--- config.mk ---
export PLATFORM = sky130hd
export DESIGN_NAME = uart_nic_controller_flat
export DESIGN_NICKNAME = d
export VERILOG_FILES = /design/src/rtl/uart_pkg.sv /design/src/rtl/uart_nic_controller_if.sv /design/src/rtl/uart_rx_core.sv /design/src/rtl/uart_nic_controller.sv /design/src/flat_wrapper.sv
export SDC_FILE = /design/constraint.sdc
export NUM_CORES = 1
export LEC_CHECK = 0
export CAP_MARGIN = 10
export CORE_MARGIN = 4
export CORE_UTILIZATION = 55
export CTS_BUF_LIST = sky130_fd_sc_hd__clkbuf_8
export CTS_CLUSTER_DIAMETER = 150
export DETAILED_ROUTE_END_ITERATION = 10
export PLACE_DENSITY = 0.7
export SYNTH_ARGS = -nofsm -noshare
export SYNTH_HDL_FRONTEND = slang
export SYNTH_SLANG_ARGS = --single-unit
--- constraint.sdc ---
create_clock -name clk -period 2.85 [get_ports clk]
set_input_delay 0.57 -clock clk [delete_from_list [all_inputs] [get_ports clk]]
set_output_delay 0.57 -clock clk [all_outputs]
set_load 0.005 [all_outputs]
--- src/rtl/uart_pkg.sv ---
// Shared constants, state encoding and baud helper for the UART NIC controller
// and its receive core.
package uart_pkg;

    localparam int WORD_SIZE     = 8;
    localparam int DEF_CLK_FREQ  = 50_000_000;
    localparam int DEF_BAUD_RATE = 9600;

    typedef enum logic [2:0] {
        IDLE      = 3'd0,
        START     = 3'd1,
        DATA      = 3'd2,
        STOP      = 3'd3,
        WAIT_IDLE = 3'd4
    } uart_state_e;

    function automatic int clks_per_bit(input int clk_freq, input int baud_rate);
        return clk_freq / baud_rate;
    endfunction

endpackage

--- src/rtl/uart_nic_controller_if.sv ---
// Host-side bus of the UART NIC: TX write strobe, RX read strobe and RX head.
// frame_err/frame_err_cnt exist only when UART_FRAME_ERR_EN is defined.
interface uart_nic_controller_if;
    import uart_pkg::*;

    logic [WORD_SIZE-1:0] data_in;
    logic                 write_nic;
    logic                 read_nic;
    logic [WORD_SIZE-1:0] data_out;
    logic                 read_nic_i;
`ifdef UART_FRAME_ERR_EN
    logic                 frame_err;
    logic [7:0]           frame_err_cnt;

    modport master (
        output data_in, write_nic, read_nic,
        input  data_out, read_nic_i, frame_err, frame_err_cnt
    );
    modport slave (
        input  data_in, write_nic, read_nic,
        output data_out, read_nic_i, frame_err, frame_err_cnt
    );
`else
    modport master (
        output data_in, write_nic, read_nic,
        input  data_out, read_nic_i
    );
    modport slave (
        input  data_in, write_nic, read_nic,
        output data_out, read_nic_i
    );
`endif

endinterface

--- src/rtl/uart_rx_core.sv ---
// 8N1 receiver: two-flop synchroniser plus mid-bit sampling FSM, emitting a byte
// with a one-cycle valid pulse. UART_FRAME_ERR_EN adds a stop-bit failure pulse.
module uart_rx_core
    import uart_pkg::*;
#(
    parameter int CLKS_PER_BIT = 16
) (
    input  logic                 clk,
    input  logic                 rst,
    input  logic                 rx,
    output logic [WORD_SIZE-1:0] rx_byte,
    output logic                 rx_valid
`ifdef UART_FRAME_ERR_EN
    ,
    output logic                 rx_frame_err
`endif
);

    localparam int CNT_W = (CLKS_PER_BIT > 1) ? $clog2(CLKS_PER_BIT) : 1;
    localparam int BIT_W = $clog2(WORD_SIZE);
    localparam logic [CNT_W-1:0] BIT_END  = CNT_W'(CLKS_PER_BIT - 1);
    localparam logic [CNT_W-1:0] HALF_END = CNT_W'(CLKS_PER_BIT / 2 - 1);
    localparam logic [BIT_W-1:0] LAST_BIT = BIT_W'(WORD_SIZE - 1);

    logic [1:0]           sync_r;
    logic                 rx_sync_s;
    uart_state_e          state_r, state_next_s;
    logic [CNT_W-1:0]     cnt_r, cnt_next_s;
    logic [BIT_W-1:0]     bit_r, bit_next_s;
    logic [WORD_SIZE-1:0] shift_r, shift_next_s;
    logic [WORD_SIZE-1:0] byte_r;
    logic                 valid_r, valid_d_s;
    logic                 stop_sample_s;
`ifdef UART_FRAME_ERR_EN
    logic                 err_r, err_d_s;
`endif

    assign rx_sync_s = sync_r[1];

    // State register, datapath registers and registered outputs
    always_ff @(posedge clk) begin
        if (!rst) begin
            sync_r  <= 2'b11;
            state_r <= IDLE;
            cnt_r   <= {CNT_W{1'b0}};
            bit_r   <= {BIT_W{1'b0}};
            shift_r <= {WORD_SIZE{1'b0}};
            byte_r  <= {WORD_SIZE{1'b0}};
            valid_r <= 1'b0;
`ifdef UART_FRAME_ERR_EN
            err_r   <= 1'b0;
`endif
        end else begin
            sync_r  <= {sync_r[0], rx};
            state_r <= state_next_s;
            cnt_r   <= cnt_next_s;
            bit_r   <= bit_next_s;
            shift_r <= shift_next_s;
            valid_r <= valid_d_s;
            if (valid_d_s) begin
                byte_r <= shift_r;
            end
`ifdef UART_FRAME_ERR_EN
            err_r   <= err_d_s;
`endif
        end
    end

    // Next-state logic: START re-checks at half a bit, later samples sit mid-bit
    always_comb begin
        state_next_s = state_r;
        cnt_next_s   = cnt_r;
        bit_next_s   = bit_r;
        shift_next_s = shift_r;
        case (state_r)
            IDLE: begin
                if (!rx_sync_s) begin
                    state_next_s = START;
                    cnt_next_s   = {CNT_W{1'b0}};
                end else begin
                    state_next_s = IDLE;
                end
            end
            START: begin
                if (cnt_r == HALF_END) begin
                    cnt_next_s   = {CNT_W{1'b0}};
                    bit_next_s   = {BIT_W{1'b0}};
                    state_next_s = rx_sync_s ? IDLE : DATA;
                end else begin
                    cnt_next_s = cnt_r + 1'b1;
                end
            end
            DATA: begin
                if (cnt_r == BIT_END) begin
                    cnt_next_s   = {CNT_W{1'b0}};
                    shift_next_s = {rx_sync_s, shift_r[WORD_SIZE-1:1]};
                    if (bit_r == LAST_BIT) begin
                        state_next_s = STOP;
                    end else begin
                        bit_next_s = bit_r + 1'b1;
                    end
                end else begin
                    cnt_next_s = cnt_r + 1'b1;
                end
            end
            STOP: begin
                if (cnt_r == BIT_END) begin
                    cnt_next_s   = {CNT_W{1'b0}};
                    state_next_s = rx_sync_s ? IDLE : WAIT_IDLE;
                end else begin
                    cnt_next_s = cnt_r + 1'b1;
                end
            end
            WAIT_IDLE: begin
                if (rx_sync_s) begin
                    state_next_s = IDLE;
                end else begin
                    state_next_s = WAIT_IDLE;
                end
            end
            default: begin
                state_next_s = IDLE;
                cnt_next_s   = {CNT_W{1'b0}};
            end
        endcase
    end

    // Output decode at the stop-bit sample point
    always_comb begin
        stop_sample_s = (state_r == STOP) && (cnt_r == BIT_END);
        valid_d_s     = stop_sample_s && rx_sync_s;
`ifdef UART_FRAME_ERR_EN
        err_d_s       = stop_sample_s && !rx_sync_s;
`endif
    end

    assign rx_byte  = byte_r;
    assign rx_valid = valid_r;
`ifdef UART_FRAME_ERR_EN
    assign rx_frame_err = err_r;
`endif

endmodule

--- src/rtl/uart_nic_controller.sv ---
// Full-duplex 8N1 UART NIC: host TX FIFO feeding a serialiser, uart_rx_core feeding an
// RX FIFO with first-word-fall-through head. UART_FRAME_ERR_EN adds framing-error outputs.
module uart_nic_controller
    import uart_pkg::*;
#(
    parameter int CLK_FREQ     = DEF_CLK_FREQ,
    parameter int BAUD_RATE    = DEF_BAUD_RATE,
    parameter int CLKS_PER_BIT = clks_per_bit(CLK_FREQ, BAUD_RATE),
    parameter int FIFO_DEPTH   = 4
) (
    input  logic                 clk,
    input  logic                 rst,
    uart_nic_controller_if.slave host,
    input  logic                 rx,
    output logic                 tx
);

    localparam int CNT_W  = (CLKS_PER_BIT > 1) ? $clog2(CLKS_PER_BIT) : 1;
    localparam int BIT_W  = $clog2(WORD_SIZE);
    localparam int PTR_W  = $clog2(FIFO_DEPTH);
    localparam int FILL_W = PTR_W + 1;
    localparam logic [CNT_W-1:0]  BIT_END   = CNT_W'(CLKS_PER_BIT - 1);
    localparam logic [BIT_W-1:0]  LAST_BIT  = BIT_W'(WORD_SIZE - 1);
    localparam logic [FILL_W-1:0] FULL_FILL = FILL_W'(FIFO_DEPTH);

    logic [WORD_SIZE-1:0] tx_mem_r [FIFO_DEPTH];
    logic [PTR_W-1:0]     tx_wr_ptr_r, tx_rd_ptr_r;
    logic [FILL_W-1:0]    tx_fill_r;
    logic                 tx_push_s, tx_pop_s, tx_fifo_ne_s;
    logic [WORD_SIZE-1:0] tx_head_s;

    uart_state_e          tx_state_r, tx_state_next_s;
    logic [CNT_W-1:0]     tx_cnt_r, tx_cnt_next_s;
    logic [BIT_W-1:0]     tx_bit_r, tx_bit_next_s;
    logic [WORD_SIZE-1:0] tx_shift_r, tx_shift_next_s;
    logic                 tx_r, tx_d_s;

    logic [WORD_SIZE-1:0] rx_mem_r [FIFO_DEPTH];
    logic [PTR_W-1:0]     rx_wr_ptr_r, rx_rd_ptr_r, rx_wr_ptr_next_s, rx_rd_ptr_next_s;
    logic [FILL_W-1:0]    rx_fill_r, rx_fill_next_s;
    logic                 rx_push_s, rx_pop_s;
    logic [WORD_SIZE-1:0] rx_head_next_s, rx_data_out_r;
    logic                 rx_irq_r;
    logic [WORD_SIZE-1:0] rx_byte_s;
    logic                 rx_valid_s;
`ifdef UART_FRAME_ERR_EN
    logic                 rx_frame_err_s;
    logic                 frame_err_r;
    logic [7:0]           frame_err_cnt_r;
`endif

    assign tx_fifo_ne_s = (tx_fill_r != {FILL_W{1'b0}});
    assign tx_push_s    = host.write_nic && (tx_fill_r != FULL_FILL);
    assign tx_head_s    = tx_mem_r[tx_rd_ptr_r];

    // TX FIFO storage
    always_ff @(posedge clk) begin
        if (tx_push_s) begin
            tx_mem_r[tx_wr_ptr_r] <= host.data_in;
        end
    end

    // TX FIFO pointers and fill level
    always_ff @(posedge clk) begin
        if (!rst) begin
            tx_wr_ptr_r <= {PTR_W{1'b0}};
            tx_rd_ptr_r <= {PTR_W{1'b0}};
            tx_fill_r   <= {FILL_W{1'b0}};
        end else begin
            if (tx_push_s) begin
                tx_wr_ptr_r <= tx_wr_ptr_r + 1'b1;
            end
            if (tx_pop_s) begin
                tx_rd_ptr_r <= tx_rd_ptr_r + 1'b1;
            end
            case ({tx_push_s, tx_pop_s})
                2'b10:   tx_fill_r <= tx_fill_r + 1'b1;
                2'b01:   tx_fill_r <= tx_fill_r - 1'b1;
                default: tx_fill_r <= tx_fill_r;
            endcase
        end
    end

    // TX FSM state register with the registered serial output
    always_ff @(posedge clk) begin
        if (!rst) begin
            tx_state_r <= IDLE;
            tx_cnt_r   <= {CNT_W{1'b0}};
            tx_bit_r   <= {BIT_W{1'b0}};
            tx_shift_r <= {WORD_SIZE{1'b0}};
            tx_r       <= 1'b1;
        end else begin
            tx_state_r <= tx_state_next_s;
            tx_cnt_r   <= tx_cnt_next_s;
            tx_bit_r   <= tx_bit_next_s;
            tx_shift_r <= tx_shift_next_s;
            tx_r       <= tx_d_s;
        end
    end

    // TX next-state: STOP chains straight into START when another byte waits
    always_comb begin
        tx_state_next_s = tx_state_r;
        tx_cnt_next_s   = tx_cnt_r;
        tx_bit_next_s   = tx_bit_r;
        tx_shift_next_s = tx_shift_r;
        case (tx_state_r)
            IDLE: begin
                if (tx_fifo_ne_s) begin
                    tx_state_next_s = START;
                    tx_cnt_next_s   = {CNT_W{1'b0}};
                    tx_shift_next_s = tx_head_s;
                end else begin
                    tx_state_next_s = IDLE;
                end
            end
            START: begin
                if (tx_cnt_r == BIT_END) begin
                    tx_state_next_s = DATA;
                    tx_cnt_next_s   = {CNT_W{1'b0}};
                    tx_bit_next_s   = {BIT_W{1'b0}};
                end else begin
                    tx_cnt_next_s = tx_cnt_r + 1'b1;
                end
            end
            DATA: begin
                if (tx_cnt_r == BIT_END) begin
                    tx_cnt_next_s   = {CNT_W{1'b0}};
                    tx_shift_next_s = {1'b0, tx_shift_r[WORD_SIZE-1:1]};
                    if (tx_bit_r == LAST_BIT) begin
                        tx_state_next_s = STOP;
                    end else begin
                        tx_bit_next_s = tx_bit_r + 1'b1;
                    end
                end else begin
                    tx_cnt_next_s = tx_cnt_r + 1'b1;
                end
            end
            STOP: begin
                if (tx_cnt_r == BIT_END) begin
                    tx_cnt_next_s = {CNT_W{1'b0}};
                    if (tx_fifo_ne_s) begin
                        tx_state_next_s = START;
                        tx_shift_next_s = tx_head_s;
                    end else begin
                        tx_state_next_s = IDLE;
                    end
                end else begin
                    tx_cnt_next_s = tx_cnt_r + 1'b1;
                end
            end
            default: begin
                tx_state_next_s = IDLE;
                tx_cnt_next_s   = {CNT_W{1'b0}};
            end
        endcase
    end

    // TX outputs: FIFO pop on frame launch, line level for the upcoming cycle
    always_comb begin
        case (tx_state_r)
            IDLE:    tx_pop_s = tx_fifo_ne_s;
            STOP:    tx_pop_s = (tx_cnt_r == BIT_END) && tx_fifo_ne_s;
            default: tx_pop_s = 1'b0;
        endcase
        case (tx_state_next_s)
            START:   tx_d_s = 1'b0;
            DATA:    tx_d_s = tx_shift_next_s[0];
            default: tx_d_s = 1'b1;
        endcase
    end

    assign tx = tx_r;

    uart_rx_core #(
        .CLKS_PER_BIT (CLKS_PER_BIT)
    ) u_rx_core (
        .clk          (clk),
        .rst          (rst),
        .rx           (rx),
        .rx_byte      (rx_byte_s),
        .rx_valid     (rx_valid_s)
`ifdef UART_FRAME_ERR_EN
        ,
        .rx_frame_err (rx_frame_err_s)
`endif
    );

    assign rx_pop_s  = host.read_nic && (rx_fill_r != {FILL_W{1'b0}});
    assign rx_push_s = rx_valid_s && ((rx_fill_r != FULL_FILL) || rx_pop_s);

    // RX FIFO next pointers and the head value visible after this edge
    always_comb begin
        if (rx_push_s) begin
            rx_wr_ptr_next_s = rx_wr_ptr_r + 1'b1;
        end else begin
            rx_wr_ptr_next_s = rx_wr_ptr_r;
        end
        if (rx_pop_s) begin
            rx_rd_ptr_next_s = rx_rd_ptr_r + 1'b1;
        end else begin
            rx_rd_ptr_next_s = rx_rd_ptr_r;
        end
        case ({rx_push_s, rx_pop_s})
            2'b10:   rx_fill_next_s = rx_fill_r + 1'b1;
            2'b01:   rx_fill_next_s = rx_fill_r - 1'b1;
            default: rx_fill_next_s = rx_fill_r;
        endcase
        if (rx_fill_next_s == {FILL_W{1'b0}}) begin
            rx_head_next_s = {WORD_SIZE{1'b0}};
        end else if (rx_push_s && (rx_rd_ptr_next_s == rx_wr_ptr_r)) begin
            rx_head_next_s = rx_byte_s;
        end else begin
            rx_head_next_s = rx_mem_r[rx_rd_ptr_next_s];
        end
    end

    // RX FIFO storage
    always_ff @(posedge clk) begin
        if (rx_push_s) begin
            rx_mem_r[rx_wr_ptr_r] <= rx_byte_s;
        end
    end

    // RX FIFO state plus registered head and interrupt level
    always_ff @(posedge clk) begin
        if (!rst) begin
            rx_wr_ptr_r   <= {PTR_W{1'b0}};
            rx_rd_ptr_r   <= {PTR_W{1'b0}};
            rx_fill_r     <= {FILL_W{1'b0}};
            rx_data_out_r <= {WORD_SIZE{1'b0}};
            rx_irq_r      <= 1'b0;
        end else begin
            rx_wr_ptr_r   <= rx_wr_ptr_next_s;
            rx_rd_ptr_r   <= rx_rd_ptr_next_s;
            rx_fill_r     <= rx_fill_next_s;
            rx_data_out_r <= rx_head_next_s;
            rx_irq_r      <= (rx_fill_next_s != {FILL_W{1'b0}});
        end
    end

    assign host.data_out   = rx_data_out_r;
    assign host.read_nic_i = rx_irq_r;

`ifdef UART_FRAME_ERR_EN
    // Framing-error pulse and saturating tally
    always_ff @(posedge clk) begin
        if (!rst) begin
            frame_err_r     <= 1'b0;
            frame_err_cnt_r <= 8'd0;
        end else begin
            frame_err_r <= rx_frame_err_s;
            if (rx_frame_err_s && (frame_err_cnt_r != 8'hFF)) begin
                frame_err_cnt_r <= frame_err_cnt_r + 8'd1;
            end
        end
    end

    assign host.frame_err     = frame_err_r;
    assign host.frame_err_cnt = frame_err_cnt_r;
`endif

endmodule

--- src/flat_wrapper.sv ---
// flat-port wrapper written by rule: the top's interface ports become plain ports
module uart_nic_controller_flat import uart_pkg::*;
#(
    parameter int CLK_FREQ     = DEF_CLK_FREQ,
    parameter int BAUD_RATE    = DEF_BAUD_RATE,
    parameter int CLKS_PER_BIT = clks_per_bit(CLK_FREQ, BAUD_RATE),
    parameter int FIFO_DEPTH   = 4
)
  (clk, rst, rx, tx, host_data_in, host_write_nic, host_read_nic, host_data_out, host_read_nic_i);
  uart_nic_controller_if host_i ();
  input  logic clk;
  input  logic rst;
  input  logic rx;
  output logic tx;
  input wire logic [$bits(host_i.data_in)-1:0] host_data_in;
  input wire logic [$bits(host_i.write_nic)-1:0] host_write_nic;
  input wire logic [$bits(host_i.read_nic)-1:0] host_read_nic;
  output wire logic [$bits(host_i.data_out)-1:0] host_data_out;
  output wire logic [$bits(host_i.read_nic_i)-1:0] host_read_nic_i;
  assign host_i.data_in = host_data_in;
  assign host_i.write_nic = host_write_nic;
  assign host_i.read_nic = host_read_nic;
  assign host_data_out = host_i.data_out;
  assign host_read_nic_i = host_i.read_nic_i;
  uart_nic_controller #(.CLK_FREQ(CLK_FREQ), .BAUD_RATE(BAUD_RATE), .CLKS_PER_BIT(CLKS_PER_BIT), .FIFO_DEPTH(FIFO_DEPTH)) u_core (.clk(clk), .rst(rst), .host(host_i), .rx(rx), .tx(tx));
endmodule
==> results.tsv <==
metric	value	unit
p_leak	2.77	nW
cts_tree	built	
crit_family	adder cells	
cp_data_required_time	3.23	ns
rsz0062_at_grt	false	
finalMaxSlewViolations	0	
start_util	55.9	%
worst_slack	0.237	ns
grt_max_degree	31	
slowest_delay	0.40	ns
cp.arrival	2.99	ns
seqPwrFrac	49.0	%
syn-cell-area	0.00703	mm²
rows	41	
drive_above_1_share	11.1	%
drc	0	
worstPathBufferInverterCount	2	
holdPathStages	1	
dr.first_iter.drc_count	335	
cts_buffers	17	
ys_seq_elements	155	
slowest_stage	dfxtp_1	
worst-path-stages	11	
via_per_inst	5.79	
status	finished, final reports clean	
powerDensity	662	mW/mm²
crit_type	reg -> reg	
slew_headroom	50.3	%
yosysWarnings	0	
dieArea	0.0146	mm²
comb_power_share	20.4	%
final_cell_mix	dfxtp_1 (91), edfxtp_1 (64), nor2_1 (63)	
seq_area_frac_synth	53.3	%
finalCritPeriodShare	91.7	%
synth_fp_nets	671	
synthToLayoutAreaGrowth	11.5	%
path_cells	ha_1 > and4b_2 > nand3_2 > a21o_1 > inv_1 > ha_1 > inv_1 > fa_1 > xor2_1 > or3_1 > a21oi_1	
worst_slew_pin_slew	0.745	ns
grt.overflow.total	0	
fin_nets	700	
synth_top_cell_by_area	edfxtp_1	
cap_violations	0	
grt_pass1_wl	23200	µm
final_common_cell	dfxtp_1	
worstReg2RegStart	u_core.tx_cnt_r[0]	
reg2regPathDepth	11	
hold_path_end	u_core.u_rx_core.sync_r[1]	
synth_edf_count	64	
setup_viol	0	
final.min_clock_period	2.61	ns
crit_fanout	5	
wl_per_cell	16.2	µm
p_switching	1.55	mW
clock-sinks	155	
cts.clk_slew.worst_paths	0.09	ns
die_y	121	µm
place_congestion	0.829	
dp_hpwl	9440	µm
grt_pass1_vias	4886	
power	5.18	mW
ios	23	
antenna_found_initial	0	
ys.flop_type	dfxtp_1	
ant_nets	0	
diodes	0	
max_freq	383	MHz
switching_share	29.9	%
crit_path_end_kind	flop	
post_cts_buffers	0	
reg2reg_to	u_core.tx_fill_r[2]	
port_buffers	22	
clock-root-buffer	clkbuf_8	
clock_power_share	30.6	%
ctsResizeCount	0	
syn_avg_cell_area	11.0	µm²
hold_path.startpoint	u_core.u_rx_core.sync_r[0]	
via_count	4954	
ff2ff_setup_slack	0.24	ns
ys_top_cells_by_area	edfxtp_1 (27%), dfxtp_1 (26%), mux2i_1 (3.8%)	
async_flop_share	0	%
core	0.0126	mm²
yosysUniqueCellTypes	73	
grt_use_total	20.0	%
synth_top_area_share	27.4	%
hold_viol	0	
startpoint_type	flop	
peakVddDrop	0.000399	V
drt_pass1_iterations	5	
die_x	121	µm
fin_skew	0.0127	ns
cts_max_level	4	
postCtsHoldBufs	0	
clk_latency	0.45	ns
clock_path_buffers	2	
p_int	3.63	mW
totalWireLength	13800	µm
syn_inst	641	
cp-startpoint	u_core.tx_cnt_r[0]	
hold_class	reg -> reg	
dp_slack	-0.136	ns
-- synthesized netlist by cell type, types with 4 or more instances --
| library cell | instances |
|---|---|
| nor3_1 | 11 |
| nand4_1 | 11 |
| a2bb2oi_1 | 8 |
| nor4_1 | 4 |
| nand2_1 | 33 |
| mux2i_1 | 27 |
| nand3b_1 | 5 |
| o22ai_1 | 7 |
| o21ai_0 | 15 |
| inv_1 | 31 |
| dfxtp_1 | 91 |
| and2_1 | 11 |
| o21bai_1 | 8 |
| a31oi_1 | 18 |
| ha_1 | 15 |
| or3_1 | 4 |
| nor2_1 | 63 |
| nor3b_1 | 4 |
| nand3_1 | 22 |
| xor2_1 | 8 |
| nand2b_1 | 10 |
| xnor2_1 | 14 |
| buf_2 | 11 |
| clkbuf_1 | 14 |
| edfxtp_1 | 64 |
| o2bb2ai_1 | 4 |
| a21oi_1 | 39 |
| mux4_2 | 8 |
| o211ai_1 | 13 |
-- layer usage --
metal  up-vias  global-route usage [%]  part of all wire [%]
li1       2428                       -                     -
met3        16                    5.69                   4.3
met2       106                    34.8                    50
met1      2404                    24.0                    44
met5         -                       0                     0
met4         0                    5.95                   1.3
-- power groups by stage --
stage                     Clock, mW  Combinational, mW  Sequential [mW]
after floorplan                   0              0.794             2.54
after global placement            0               1.02             2.58
after detailed placement          0               1.05             2.59
after CTS                      1.62               1.05             2.54
after global routing           1.73               1.16             2.56
final                          1.59               1.06             2.54
-- per-stage QoR --
stage	util, %	area, µm²	setup TNS [ns]	hold slack (ns)	std cells
6_report	62.3	7830	0	0.422	855
5_1_grt	62.3	7830	0	0.462	855
2_1_floorplan	-	7030	0	0.386	641
3_5_place_dp	59.3	7450	-1.01	0.409	823
3_3_place_gp	59.3	7450	-0.510	0.394	823
4_1_cts	62.3	7830	0	0.432	855
-- logic make-up after synthesis --
group	synth area share [%]
AND/OR/NAND/NOR	15.3
flip-flops	53.3
AO/OA/AOI/OAI	14.9
buffers and inverters	4.04
multiplexers	6.41
XOR/XNOR	2.74
adder cells (fa/ha/maj)	3.24
other	0.0534
-- flip-flops by register name (all words and copies together), names as in the netlist, 3 cells and up, named ones only --
signal,flops
u_core.tx_shift_r,8
u_core.rx_fill_r,3
u_core.u_rx_core.cnt_r,13
u_core.tx_mem_r,32
u_core.host.data_out,8
u_core.tx_state_r,3
u_core.u_rx_core.rx_byte,8
u_core.tx_cnt_r,13
u_core.u_rx_core.bit_r,3
u_core.u_rx_core.shift_r,8
u_core.rx_mem_r,32
u_core.tx_fill_r,3
u_core.u_rx_core.state_r,3
u_core.tx_bit_r,3
-- worst max-delay path by stage --
stage	slack (ns)	to
floorplan	0.19	u_core.tx_fill_r[2]
global placement	-0.06	u_core.host.data_out[5]
detailed placement	-0.14	u_core.host.data_out[0]
CTS	0.21	u_core.tx_fill_r[2]
global route	0.02	u_core.tx_fill_r[2]
finish	0.24	u_core.tx_fill_r[2]
-- area by class of cell --
type	instances	area, µm²
clock inverter	14	134
multi-input combinational	422	3000
fill	1044	4730
inverter	31	116
timing repair buffer	43	378
sequential	155	3740
tap	172	215
clock buffer	18	248
Note: power is estimated with default switching activity, not from simulation.
